[config.mk]
export PLATFORM = sky130hd
export DESIGN_NAME = dmem_arbiter
export DESIGN_NICKNAME = d
export VERILOG_FILES = /design/src/rtl/dmem_arbiter.sv
export SDC_FILE = /design/constraint.sdc
export NUM_CORES = 1
export LEC_CHECK = 0
export ABC_CLOCK_PERIOD_IN_PS = 1690
export CAP_MARGIN = 20
export CORE_ASPECT_RATIO = 0.8
export CORE_MARGIN = 3
export CORE_UTILIZATION = 41
export DETAILED_ROUTE_END_ITERATION = 8
export PLACE_DENSITY = 0.77
export SYNTH_ARGS = -nofsm -noshare
export SYNTH_HDL_FRONTEND = slang
export SYNTH_SLANG_ARGS = --single-unit
[constraint.sdc]
create_clock -name clk -period 1.69 [get_ports clk]
set_input_delay 0.338 -clock clk [delete_from_list [all_inputs] [get_ports clk]]
set_output_delay 0.338 -clock clk [all_outputs]
set_load 0.01 [all_outputs]
[src/rtl/dmem_arbiter.sv]
// dmem_arbiter
//   Two-requester arbiter and access sequencer in front of a single-ported,
//   registered-output data memory. Requester A is the core load/store path,
//   requester B is the loader/debug path. Each access takes three cycles:
//   IDLE (grant), ACCESS (one enable cycle) and CAPTURE (read data returns).
//
// Handshake: a requester raises req with we/adr/wdata and holds req high until
//   it sees its done pulse. we/adr/wdata are sampled only on the grant edge.
//   done is a single-cycle pulse. err and rdata are valid while done is high.
//   rdata holds until that requester's next completion. A req that is still
//   high during its own done cycle is not treated as a new request.
//
// Ports
//   clk, rst_n                      clock, synchronous active-low reset
//   a_req/a_we/a_adr/a_wdata        requester A command
//   a_done/a_err/a_rdata            requester A completion
//   b_*                             same set for requester B
//   mem_adr/mem_wdata/mem_we/mem_re memory pins (registered)
//   mem_rdata                       memory read data, valid the cycle after mem_re
module dmem_arbiter #(
  parameter int DW    = 32,
  parameter int AW    = 32,
  parameter int DEPTH = 8
) (
  input  logic          clk,
  input  logic          rst_n,
  input  logic          a_req,
  input  logic          a_we,
  input  logic [AW-1:0] a_adr,
  input  logic [DW-1:0] a_wdata,
  output logic          a_done,
  output logic          a_err,
  output logic [DW-1:0] a_rdata,
  input  logic          b_req,
  input  logic          b_we,
  input  logic [AW-1:0] b_adr,
  input  logic [DW-1:0] b_wdata,
  output logic          b_done,
  output logic          b_err,
  output logic [DW-1:0] b_rdata,
  output logic [AW-1:0] mem_adr,
  output logic [DW-1:0] mem_wdata,
  output logic          mem_we,
  output logic          mem_re,
  input  logic [DW-1:0] mem_rdata
);

  localparam logic [1:0] IDLE    = 2'd0;
  localparam logic [1:0] ACCESS  = 2'd1;
  localparam logic [1:0] CAPTURE = 2'd2;

  localparam logic [AW-1:0] DEPTH_LIMIT = AW'(DEPTH);

  // state is kept as a plain named register so checkers can bind to it.
  logic [1:0] state;
  logic       lastGrantB;  // 1: B was granted most recently
  logic       winB;        // owner of the access in flight
  logic       errFlag;     // access in flight is out of range
  logic       isRead;      // access in flight is a read

  logic          aElig;
  logic          bElig;
  logic          grantB;
  logic          selWe;
  logic [AW-1:0] selAdr;
  logic [DW-1:0] selWdata;
  logic          selInRange;

  // A requester whose done is high this cycle is still holding req from the
  // access just finished, so it is not eligible again until the next cycle.
  assign aElig = a_req & ~a_done;
  assign bElig = b_req & ~b_done;

  // On a tie the requester that was not granted last wins.
  always_comb begin
    grantB = 1'b0;
    if (aElig && bElig) grantB = ~lastGrantB;
    else                grantB = bElig;
  end

  assign selWe      = grantB ? b_we    : a_we;
  assign selAdr     = grantB ? b_adr   : a_adr;
  assign selWdata   = grantB ? b_wdata : a_wdata;
  assign selInRange = (selAdr < DEPTH_LIMIT);

  always_ff @(posedge clk) begin
    if (!rst_n) begin
      state      <= IDLE;
      lastGrantB <= 1'b1;
      winB       <= 1'b0;
      errFlag    <= 1'b0;
      isRead     <= 1'b0;
      a_done     <= 1'b0;
      a_err      <= 1'b0;
      a_rdata    <= '0;
      b_done     <= 1'b0;
      b_err      <= 1'b0;
      b_rdata    <= '0;
      mem_adr    <= '0;
      mem_wdata  <= '0;
      mem_we     <= 1'b0;
      mem_re     <= 1'b0;
    end else begin
      a_done <= 1'b0;
      b_done <= 1'b0;
      case (state)
        IDLE: begin
          if (aElig || bElig) begin
            winB       <= grantB;
            lastGrantB <= grantB;
            mem_adr    <= selAdr;
            mem_wdata  <= selWdata;
            isRead     <= ~selWe;
            // Out-of-range accesses still walk the FSM so completion timing
            // is identical, but never touch the memory pins' enables.
            if (selInRange) begin
              mem_we  <= selWe;
              mem_re  <= ~selWe;
              errFlag <= 1'b0;
            end else begin
              mem_we  <= 1'b0;
              mem_re  <= 1'b0;
              errFlag <= 1'b1;
            end
            state <= ACCESS;
          end
        end
        ACCESS: begin
          // Memory samples its pins at the end of this cycle.
          mem_we <= 1'b0;
          mem_re <= 1'b0;
          state  <= CAPTURE;
        end
        CAPTURE: begin
          if (winB) begin
            b_done  <= 1'b1;
            b_err   <= errFlag;
            b_rdata <= (isRead && !errFlag) ? mem_rdata : '0;
          end else begin
            a_done  <= 1'b1;
            a_err   <= errFlag;
            a_rdata <= (isRead && !errFlag) ? mem_rdata : '0;
          end
          state <= IDLE;
        end
        default: begin
          mem_we <= 1'b0;
          mem_re <= 1'b0;
          state  <= IDLE;
        end
      endcase
    end
  end

endmodule

==> out/results.ini <==
[run_status]
status = completed

[routing]
viasPerCell = 5.17
first_iter_violations = 285
wire_per_inst_um = 17.7
first_pass_iters = 4
drc = 0
num_vias = 6046
drt-total-wl_mm = 20.7
ant_nets = 0

[setup_path]
startpoint_type = input port
end_kind = flip-flop
crit_type = in2reg
crit_path_max_fanout = 2
cpPeakStageDelay_ns = 0.44
crit_required_ns = 2.02
r2r_slack_ns = 0.16
path_cells = clkdlybuf4s50_1, nor4_2, buf_4, nand4_1, nor3_2, nand3_1, o221ai_1
cpMaxStageDelayCell = clkdlybuf4s50_1
worstPathArrival_ns = 1.98

[clock_tree]
root_buffer = clkbuf_16
h-tree-depth = 4
ctsHoldBuffers = 0
clock_tree.buffer_depth = 2
numCtsBuffers = 17
clock_sinks = 140
postCtsSetupRepairBufs = 0
path_clk_slew_ns = 0.06
clk_latency_ns = 0.42
cts_tree = yes

[global_route]
groute.usage.overall = 0.247
grt_pass1_vias = 6004
grt_max_degree = 74
gr-total-overflow = 0
antenna_found_initial = 0
grt_pass1_wl_mm = 31.7

[sta]
worst_slack_ns = 0.0408
max_freq_ghz = 0.606
fin_worst_skew_ns = 0.00975
period_share = 0.976
worstMarginPinSlew_ns = 0.430
max_slew_margin = 0.711
finalSetupViolCount = 0
hold_viol = 0
maxSlewViolCount = 0
layout_min_cycle_time_ns = 1.65

[power]
switching_share = 0.242
p_total_w = 0.00987
leakage_nw = 5.31
pwr-share-clk = 0.432
power_density_nw_per_um2 = 942
seqPwrFrac = 0.369
switching_power_w = 0.00238
peakVddDrop_uv = 770
internal-power_w = 0.00748
share_comb_of_total_power = 0.199

[final_layout]
drive_gt1_frac = 0.106
n_antenna_cell = 0
fin_nets = 1138
design_area_um2 = 10500
syn_to_final_growth_pct = 71.1
post-route-util = 0.725

[logic_synthesis]
mappedNetlistArea_um2 = 6120
synth_common_cells = nand2_1, dfxtp_1, nand3_1, mux2i_1, o211a_1
yosysWarnings = 0
synth-edff-count = 0
synthFlopType = dfxtp_1
syn_avg_cell_area_um2 = 9.34
yosysTopAreaCell = dfxtp_1
netlist_top_cells_area = dfxtp_1, mux2i_1, o211a_1, nand2_1, a21boi_0
synth_top_cell_area_share = 0.458
yosysSeqAreaShare = 0.458
ys_types = 35
ys_async_sr_fraction = 0
ys_ff_latch = 140
syn-num-nets = 821
yosysMostFrequentCell = nand2_1
synth_cells = 655

[placement]
post_dp_cell_area_um2 = 9670
place_ws_ns = -0.617
numPortBuffers = 299
dp_hpwl_mm = 15.4
gp_congestion = 0.850

[floorplanning]
start_util = 0.424
core_area_um2 = 14400
die_height_um = 115
design.die.area_um2 = 16400
fp-row-count = 39
dieWidth_um = 143
io_pins = 300

[min_path]
hp-class = in2reg

[job]
drv_cap = 0

==> worst max-delay path, delay by kind of cell <==
family,cells,cell delay [ns]
buf+inv,2,0.60
simple gates,4,0.85
compound gates,1,0.20
==> per-layer routing <==
metal | global-route usage | vias up | share of wire
met5 | 0 | - | 0
met4 | 0.0950 | 0 | 0.024
met3 | 0.0811 | 29 | 0.077
met2 | 0.397 | 223 | 0.47
met1 | 0.309 | 2847 | 0.43
li1 | - | 2947 | -
==> area by class of cell <==
class | instances | area (um^2)
Tap cell | 184 | 230
Multi-Input combinational cell | 452 | 3060
Inverter | 3 | 11.3
Clock buffer | 21 | 460
Sequential cell | 140 | 2800
Timing Repair Buffer | 358 | 3700
Clock inverter | 11 | 214
Fill cell | 1138 | 3970
==> path summary, 6_finish.rpt <==
kind	from	endpoint	depth (start not counted)
hold / removal	rst_n	lastGrantB$_SDFFE_PN1P_	2
setup reg to reg	a_done$_SDFF_PN0_	mem_wdata[13]$_SDFFE_PN0P_	7
setup / recovery	a_adr[18]	mem_re$_SDFFE_PN0P_	7
hold reg to reg	isRead$_SDFFE_PN0P_	isRead$_SDFFE_PN0P_	2
==> sequential cells by signal, indices dropped and copies added, names as in the netlist, 2 cells and up <==
signal and cells:
b_rdata 32, mem_adr 32, mem_wdata 32, state 2, a_rdata 32
==> power by group through the flow <==
stage               Sequential [W]  Combinational (W)  Clock (W)
CTS                        0.00364            0.00199    0.00432
global placement           0.00371            0.00200          0
detailed placement         0.00371            0.00201          0
floorplan                  0.00378           0.000738          0
finish                     0.00364            0.00197    0.00426
global route               0.00366            0.00210    0.00448
==> what timing repair did <==
action / in CTS / in global routing
hold endpoints to repair: 0 / 0
pin swaps: 0 / 2
gates resized for setup: 24 / 46
setup endpoints to repair: 24 / 44
==> layout by cell type, fill, tap and decap left out, types with 3 or more instances in the layout <==
cell             synthesis  routed
inv_1                    3       3
a21oi_1                  3       3
clkbuf_16                0      17
mux2i_1                 64      64
nor4_1                  12       8
a21boi_0                62      62
o211a_1                 64      64
a21boi_1                 5       5
dlymetal6s2s_1           0      41
buf_12                   0      15
nor4_2                   0       3
bufinv_16                0       6
nand3_1                 66      66
buf_4                    5      45
dfxtp_1                140     140
clkdlybuf4s50_1          0     236
dlygate4sd2_1            0      21
nor2_1                   4       4
nand2_1                145     145
==> logic make-up (layout without fill, tap and decap cells) <==
group | after synthesis | after routing | synth area share
AOI/OAI and AO/OA | 143 | 143 | 0.203
buffers and inverters | 63 | 393 | 0.0544
DFF | 140 | 140 | 0.458
muxes | 64 | 64 | 0.105
and+or+nand+nor | 245 | 245 | 0.180
==> through the flow <==
stage / hold WS (ns) / TNS [ns] / cells
global route: 0.217 / -0.0890 / 1169
CTS: 0.192 / 0 / 1169
floorplan: 0.426 / 0 / 655
detailed placement: 0.443 / -17.50 / 1137
finish: 0.210 / 0 / 1169
global placement: 0.444 / -15.30 / 1137
Power figures use the tool's default switching activity.
